===== config.mk =====
export PLATFORM = sky130hd
export DESIGN_NAME = maxpool2d_stream
export DESIGN_NICKNAME = d
export VERILOG_FILES = /design/src/rtl/maxpool2d_stream.sv
export SDC_FILE = /design/constraint.sdc
export NUM_CORES = 2
export LEC_CHECK = 0
export BUFFER_PORTS_ARGS = -buffer_cell sky130_fd_sc_hd__buf_2
export CELL_PAD_IN_SITES_DETAIL_PLACEMENT = 1
export CELL_PAD_IN_SITES_GLOBAL_PLACEMENT = 2
export CORE_ASPECT_RATIO = 1.1
export CORE_MARGIN = 8
export CORE_UTILIZATION = 31
export DETAILED_ROUTE_END_ITERATION = 6
export GPL_TIMING_DRIVEN = 0
export HOLD_SLACK_MARGIN = 0.05
export PLACE_DENSITY = 0.8
export SYNTH_ARGS = -nofsm -noshare
export SYNTH_HDL_FRONTEND = slang
export SYNTH_SLANG_ARGS = --single-unit

===== constraint.sdc =====
create_clock -name clk -period 1.8 [get_ports clk]
set_input_delay 0 -clock clk [delete_from_list [all_inputs] [get_ports clk]]
set_output_delay 0 -clock clk [all_outputs]
set_load 0.005 [all_outputs]

===== src/rtl/maxpool2d_stream.sv =====
// rtl/maxpool2d_stream.sv - 2x2/stride-2 binary max-pool, frame in, one pooled row out per handshake.
// A captured frame is frozen in buf_q while its rows are streamed with a valid/ready handshake.
module maxpool2d_stream #(
  parameter int IMG_IN_SIZE  = 28,
  parameter int POOL         = 2,
  parameter int IMG_OUT_SIZE = IMG_IN_SIZE / POOL
) (
  input  logic                                    clk,
  input  logic                                    rstn,
  input  logic                                    img_in [0:IMG_IN_SIZE*IMG_IN_SIZE-1],
  input  logic                                    in_valid,
  output logic                                    in_ready,
  output logic                                    row_out [0:IMG_OUT_SIZE-1],
  output logic [((IMG_OUT_SIZE > 1) ? $clog2(IMG_OUT_SIZE) : 1)-1:0] row_idx,
  output logic                                    row_valid,
  input  logic                                    row_ready,
  output logic                                    frame_done
);

  localparam int IDX_W = (IMG_OUT_SIZE > 1) ? $clog2(IMG_OUT_SIZE) : 1;
  localparam int NPIX  = IMG_IN_SIZE * IMG_IN_SIZE;
  localparam logic [IDX_W-1:0] LAST_ROW = IDX_W'(IMG_OUT_SIZE - 1);

  typedef enum logic {IDLE = 1'b0, SEND = 1'b1} state_t;

  state_t             state_q, state_d;
  logic               armed_q;
  logic [IDX_W-1:0]   row_q;
  logic               frame_done_q;
  logic               buf_q [0:NPIX-1];
  logic               pooled [0:IMG_OUT_SIZE-1][0:IMG_OUT_SIZE-1];
  logic               capture;
  logic               handshake;
  logic               last_row;

  // armed_q keeps in_ready low until the first edge after reset release
  assign capture   = (state_q == IDLE) && armed_q && in_valid;
  assign handshake = (state_q == SEND) && row_ready;
  assign last_row  = (row_q == LAST_ROW);

  always_ff @(posedge clk or negedge rstn) begin
    if (!rstn) begin
      state_q <= IDLE;
    end else begin
      state_q <= state_d;
    end
  end

  always_comb begin
    state_d = state_q;
    case (state_q)
      IDLE:    if (capture) state_d = SEND;
      SEND:    if (handshake && last_row) state_d = IDLE;
      default: state_d = IDLE;
    endcase
  end

  always_comb begin
    in_ready  = 1'b0;
    row_valid = 1'b0;
    case (state_q)
      IDLE:    in_ready = armed_q;
      SEND:    row_valid = 1'b1;
      default: ;
    endcase
  end

  always_ff @(posedge clk or negedge rstn) begin
    if (!rstn) begin
      armed_q      <= 1'b0;
      row_q        <= '0;
      frame_done_q <= 1'b0;
      for (int i = 0; i < NPIX; i++) buf_q[i] <= 1'b0;
    end else begin
      armed_q      <= 1'b1;
      frame_done_q <= handshake && last_row;
      if (capture) begin
        row_q <= '0;
        for (int i = 0; i < NPIX; i++) buf_q[i] <= img_in[i];
      end else if (handshake && !last_row) begin
        row_q <= row_q + 1'b1;
      end
    end
  end

  // Odd trailing row/column are never addressed, so they cannot reach an output
  for (genvar gr = 0; gr < IMG_OUT_SIZE; gr++) begin : g_row
    for (genvar gc = 0; gc < IMG_OUT_SIZE; gc++) begin : g_col
      assign pooled[gr][gc] = buf_q[(POOL*gr)*IMG_IN_SIZE     + POOL*gc]
                            | buf_q[(POOL*gr)*IMG_IN_SIZE     + POOL*gc + 1]
                            | buf_q[(POOL*gr + 1)*IMG_IN_SIZE + POOL*gc]
                            | buf_q[(POOL*gr + 1)*IMG_IN_SIZE + POOL*gc + 1];
    end
  end

  always_comb begin
    for (int c = 0; c < IMG_OUT_SIZE; c++) row_out[c] = row_valid & pooled[row_q][c];
  end

  assign row_idx    = row_q;
  assign frame_done = frame_done_q;

endmodule


* After elaboration in Yosys (flattened, before gate mapping)
Cells that the tools add are included.
** Word-level totals
- Logic and storage cells :: 1412
- Flip-flop bits (word level) :: 791
- Input port bits :: 788
- Output and inout port bits :: 21
** Cells by class
- Reductions and logical operators :: 7
- Mux-type cells :: 10
- Eq/ne operators :: 1
- $add $sub $neg :: 1
- Bitwise logic cells :: 604
- $lt $le $gt $ge :: 1
** Operator list (number)
- 1-bit bitwise OR :: 588
- 14-bit binary-select mux with 4-bit select :: 1
- 14-bit two-way mux :: 2
- 1-bit bitwise AND :: 14
- 4-bit two-way mux :: 2
- 5-bit >= comparator, second input constant :: 1
- 1-bit logical AND :: 5
- 4-bit inverter with 5-bit output :: 1
- 4-bit by 1-bit adder with 4-bit output, second input constant :: 1
- 4-bit equality test, second input constant :: 1
- 1-bit two-way mux :: 4
- 1-bit one-hot mux with 2 select lines :: 1
- 2-bit nonzero test :: 1
- 1-bit logical NOT :: 1
- 1-bit inverter :: 1

* Logic depth before layout (Yosys ltp)
- Depth in word-level cells :: 7
- Mapped depth :: 9
- Mapped depth without buffers :: 7

* Least setup slack after synthesis
Ideal clock, no wire load.
- Path type :: reg-to-reg
- From :: register row_q[1] (netlist: row_idx[1])
- To :: register row_q[3] (netlist: row_idx[3])
- Clock period less this slack :: 1.611 ns
- Cell stages (with the launch flop) :: 10
- Path slack :: 0.189 ns
- Path buffers :: 2
- Library setup time :: 0.132 ns
- Arrival time :: 1.479 ns
- Required time :: 1.668 ns
- Path through :: dfrtp_1 > buf_2 > buf_2 > inv_1 > ha_1 > nand3_1 > nand3_1 > nor2_1 > xnor2_1 > nor2_1
** Between the ends
- Word-level cells in the longest chain between the ends :: 4
- Elaborated cells between the ends (all ways) :: 7
- Classes of those cells :: add/sub: 1; eq/ne: 1; mux: 2; reduce/logical: 3
** RTL lines
- from (decl) :: line 28 : logic [IDX_W-1:0] row_q;
- from (signal assigned) :: line 81 : row_q <= row_q + 1'b1;
- parallel branches: the longest is 4 deep, another holds 4-bit by 1-bit adder with 4-bit output
Several ways; the timed one is not identified. The select of a mux whose other input is x is not followed.
A chain may end at the register's enable or synchronous reset.

==> out/summary.md <==
Global routing used 33.23% of the available tracks. The detailed-routing iteration count for the pre-antenna-repair pass is 5, and the initial antenna violation count is 114. Input and output buffers added on the ports amount to 808. The run gives 0.03239 mm² as the synthesized area.

In the synthesized netlist, the number of instances is 3823. In this run the worst hold path is classified as in -> reg. The synthesis-stage register bit count was 791; the worst-path maximum fanout was 2. For this run, asynchronously set or reset flops after synthesis account for 100.0%.

The Yosys step of the flow raised 0 warnings. The die covers 0.1151 mm². Timing analysis after detailed placement gives a worst setup slack of -1.541 ns.

The DRC marker count from the first detailed-route iteration is 2493. For the worst setup path, the data required time is 1.80 ns. The run gives 394 as the setup violation total in the final timing report. The first-pass GRT wire length is 282.1 mm, and the placeable core region is 0.1038 mm². The tools report the number of distinct library cells after synthesis as 40.

STA puts the critical path data arrival time at 3.03 ns. The number of nets in the layout was 6561; the part of the cycle the worst path needs was 168.2%. Setup slack on the worst reg-to-reg path comes out at -0.01 ns.

Setup repair after global routing could not meet its margin everywhere. Entering global routing, the biggest net connects 119 pins. The worst-case headroom to the max-slew limit is 12.01%.

Number of enable-type register cells in the synthesized netlist: 0. The logs give 31.21% for the initial core utilization and -1.227 ns for the setup slack after layout. In this run the count of I/O pins placed on the die edge is 809. The final route contains 36975 vias.

The floorplan die height was 355.0 µm; the transition time at the pin with the least slew margin was 1.308 ns. The tools report the critical path startpoint category as a register. The run gives 4613 as the net count after synthesis. The H-tree generated during clock tree synthesis spans 3 levels. The DRC violation count after routing was 0; the antenna violation net count after detailed routing was 0.

In the final routed layout, each cell accounts on average for 26.85 µm. Across the run, the number of max-cap violations was 0. The total overflow left after global routing is 0. Final routed wirelength across all metal layers: 197.3 mm. After synthesis, the cell types taking the most area are sky130_fd_sc_hd__dfrtp_1 61%, sky130_fd_sc_hd__nand2_1 28%, sky130_fd_sc_hd__nor4_1 2.8%, sky130_fd_sc_hd__buf_2 1.4%, sky130_fd_sc_hd__or4_1 1.3%. The final reports fail on negative setup slack. Compared with the post-synthesis result, the final layout area differs by 68.03%. The average instance in the mapped netlist occupies 8.472 µm².

For the final database, setup skew stands at 0.02137 ns. The share of the synthesized area in the top cell type was 61.11%. For this run, the register share of the synthesized area comes to 61.11%. The clock passes through at most 3 buffers. The flow ran to the end, but the final reports show violations.

TritonCTS built the clock tree. The peak supply drop came out at 0.0007351 V. The initialized floorplan defines 124 standard-cell rows. The final period demand of the worst path was 3.027 ns; the number of pins with negative max-slew slack in the final report was 0. The via-per-instance ratio works out to 5.032.

The width of the chip is 324.2 µm. Power spread over the standard cell area amounts to 1511 mW/mm². The clock drives 791 sinks. The tools report the category of the worst setup path capture point as a primary output. Of all cell types, the one taking the most synthesized area is sky130_fd_sc_hd__dfrtp_1. The total clock buffers created by CTS is 90. By startpoint and endpoint, the worst setup path is classified as reg -> out. The logs give 41813 for the via count of the first global-routing pass and -80.75 ns for the sum of negative setup slack. Static timing analysis puts the maximum clock frequency at 330.3 MHz. The final RePlAce weighted congestion is 0.8958, and the clock-pin slew on the worst setup and hold paths is 0.06 ns. Summed over all cells, the static leakage comes to 27.72 nW.

The filler cells instantiated in the layout total 12022. At the later pin of the worst-skew pair, clock insertion delay measures 0.67 ns. The number of failing hold endpoints at the final stage was 0; the share of final-layout standard cells stronger than drive strength 1 was 24.21%. Primary flip-flop cell chosen by synthesis mapping: sky130_fd_sc_hd__dfrtp_1. The placed wire-length estimate was 123.4 mm. The tree is rooted in a sky130_fd_sc_hd__clkbuf_16.
[kinds of logic (layout without fill, tap and decap cells)]
logic type | Yosys count | count (layout) | share of synthesized area, %
compound gates | 147 | 147 | 2.631
simple gates | 2674 | 2674 | 33.12
other cells | 1 | 122 | 0.01158
xor+xnor | 2 | 2 | 0.05409
mux | 1 | 1 | 0.06953
fa+ha+maj | 2 | 2 | 0.07725
buf+inv | 205 | 2223 | 2.920
flops | 791 | 791 | 61.11
[worst paths after layout]
check                             from         end  depth (start not counted)
setup / recovery            buf_q[322]  row_out[7]                          5
hold / removal             img_in[219]  buf_q[219]                          4
setup reg to reg               state_q  buf_q[690]                          8
hold reg to reg             buf_q[637]  buf_q[637]                          2
max in group asynchronous         rstn  buf_q[496]                         11
min in group asynchronous         rstn  buf_q[261]                          9
[power breakdown]
part | leakage, nW | internal [W] | switching, W | total, W
clock network | 1.48 | 0.0110 | 0.00805 | 0.0190
logic | 16.4 | 0.0123 | 0.0188 | 0.0311
registers | 9.88 | 0.0260 | 0.00609 | 0.0321
total | 27.7 | 0.0493 | 0.0329 | 0.0822
[repair_timing]
item	CTS	global route
buffers inserted	32	14
pin swaps	33	37
endpoints found under the setup margin	799	1233
hold endpoints to repair	1033	143
cloned	3	6
hold buffers	992	1
resized for setup	451	144
[routing by layer]
layer | wire (µm) | track usage [%]
met4 | 14330 | 20.92
met3 | 14340 | 8.867
met1 | 73140 | 37.55
met5 | 148 | 0
met2 | 95360 | 55.47
[through the flow]
step	instances	util, %	area, µm²	hold WS (ns)	power (W)
after floorplan	3823	-	32390	-0.2956	0.04167
after global placement	6017	36.77	38170	0.1918	0.05257
after detailed placement	6025	36.99	38400	-0.09434	0.05350
after CTS	7210	51.45	53400	0.05002	0.07880
after global routing	7318	52.36	54350	0.06770	0.08641
final	7348	52.44	54430	0.07531	0.08222
[synthesized netlist by cell type (all sizes together) (5+ instances only)]
cell type  number
a31oi           9
dfrtp         791
or4            55
nor4          144
and3            5
a21oi          64
o22ai           8
nor2b           6
o211ai          8
a211oi          7
nand2        2395
nor2           18
buf           110
o21ai          40
nand4          13
clkbuf         94
nand3          24
[worst max-delay path, stage by stage, from the launching register on]
cell and delay [ns]:
sky130_fd_sc_hd__dfrtp_1 0.41, sky130_fd_sc_hd__nor4_1 1.10, sky130_fd_sc_hd__a21oi_1 0.18, sky130_fd_sc_hd__nand4_1 0.31, sky130_fd_sc_hd__a32oi_1 0.17, sky130_fd_sc_hd__buf_4 0.19
[state kept, by name, summed over array words and instances (netlist names)]
register and cells:
frame_done 1, buf_q 784, state_q 1, armed_q 1
row_idx 4
[cell usage in the layout, fill, tap and decap left out, types with 8 or more instances in the layout]
master                             n
sky130_fd_sc_hd__clkbuf_8         25
sky130_fd_sc_hd__o21ai_1          14
sky130_fd_sc_hd__buf_8            14
sky130_fd_sc_hd__dlygate4sd3_1   985
sky130_fd_sc_hd__nand2_2          14
sky130_fd_sc_hd__buf_4            78
sky130_fd_sc_hd__clkbuf_4         13
sky130_fd_sc_hd__a21oi_4           8
sky130_fd_sc_hd__buf_12           19
sky130_fd_sc_hd__clkbuf_2         49
sky130_fd_sc_hd__clkinv_2         20
sky130_fd_sc_hd__nor4_1           79
sky130_fd_sc_hd__nor4_4           18
sky130_fd_sc_hd__a21oi_2          24
sky130_fd_sc_hd__o211ai_1          8
sky130_fd_sc_hd__o21ai_0          11
sky130_fd_sc_hd__buf_6            40
sky130_fd_sc_hd__nand3_1          13
sky130_fd_sc_hd__diode_2         121
sky130_fd_sc_hd__nand4_1          13
sky130_fd_sc_hd__nor2_1            8
sky130_fd_sc_hd__dfrtp_1         789
sky130_fd_sc_hd__clkbuf_1         23
sky130_fd_sc_hd__or4_1            38
sky130_fd_sc_hd__nand3_2           8
sky130_fd_sc_hd__clkbuf_16        99
sky130_fd_sc_hd__o21ai_2          14
sky130_fd_sc_hd__buf_16           14
sky130_fd_sc_hd__a21oi_1          32
sky130_fd_sc_hd__buf_2           828
sky130_fd_sc_hd__or4_4            17
sky130_fd_sc_hd__nand2_1        2380
sky130_fd_sc_hd__nor4_2           47
[area by class of cell]
cell class | count | area (µm²) | share of cell area, %
Buffer | 197 | 1674 | 3.076
Multi-Input combinational cell | 2827 | 12940 | 23.78
Tap cell | 1386 | 1734 | 3.186
Clock buffer | 127 | 2604 | 4.784
Antenna cell | 121 | 302.8 | 0.5563
Inverter | 1 | 3.754 | 0.006897
Clock inverter | 35 | 375.4 | 0.6897
Timing Repair Buffer | 1863 | 14990 | 27.54
Sequential cell | 791 | 19800 | 36.38
Note: power is estimated with default switching activity, not from simulation.
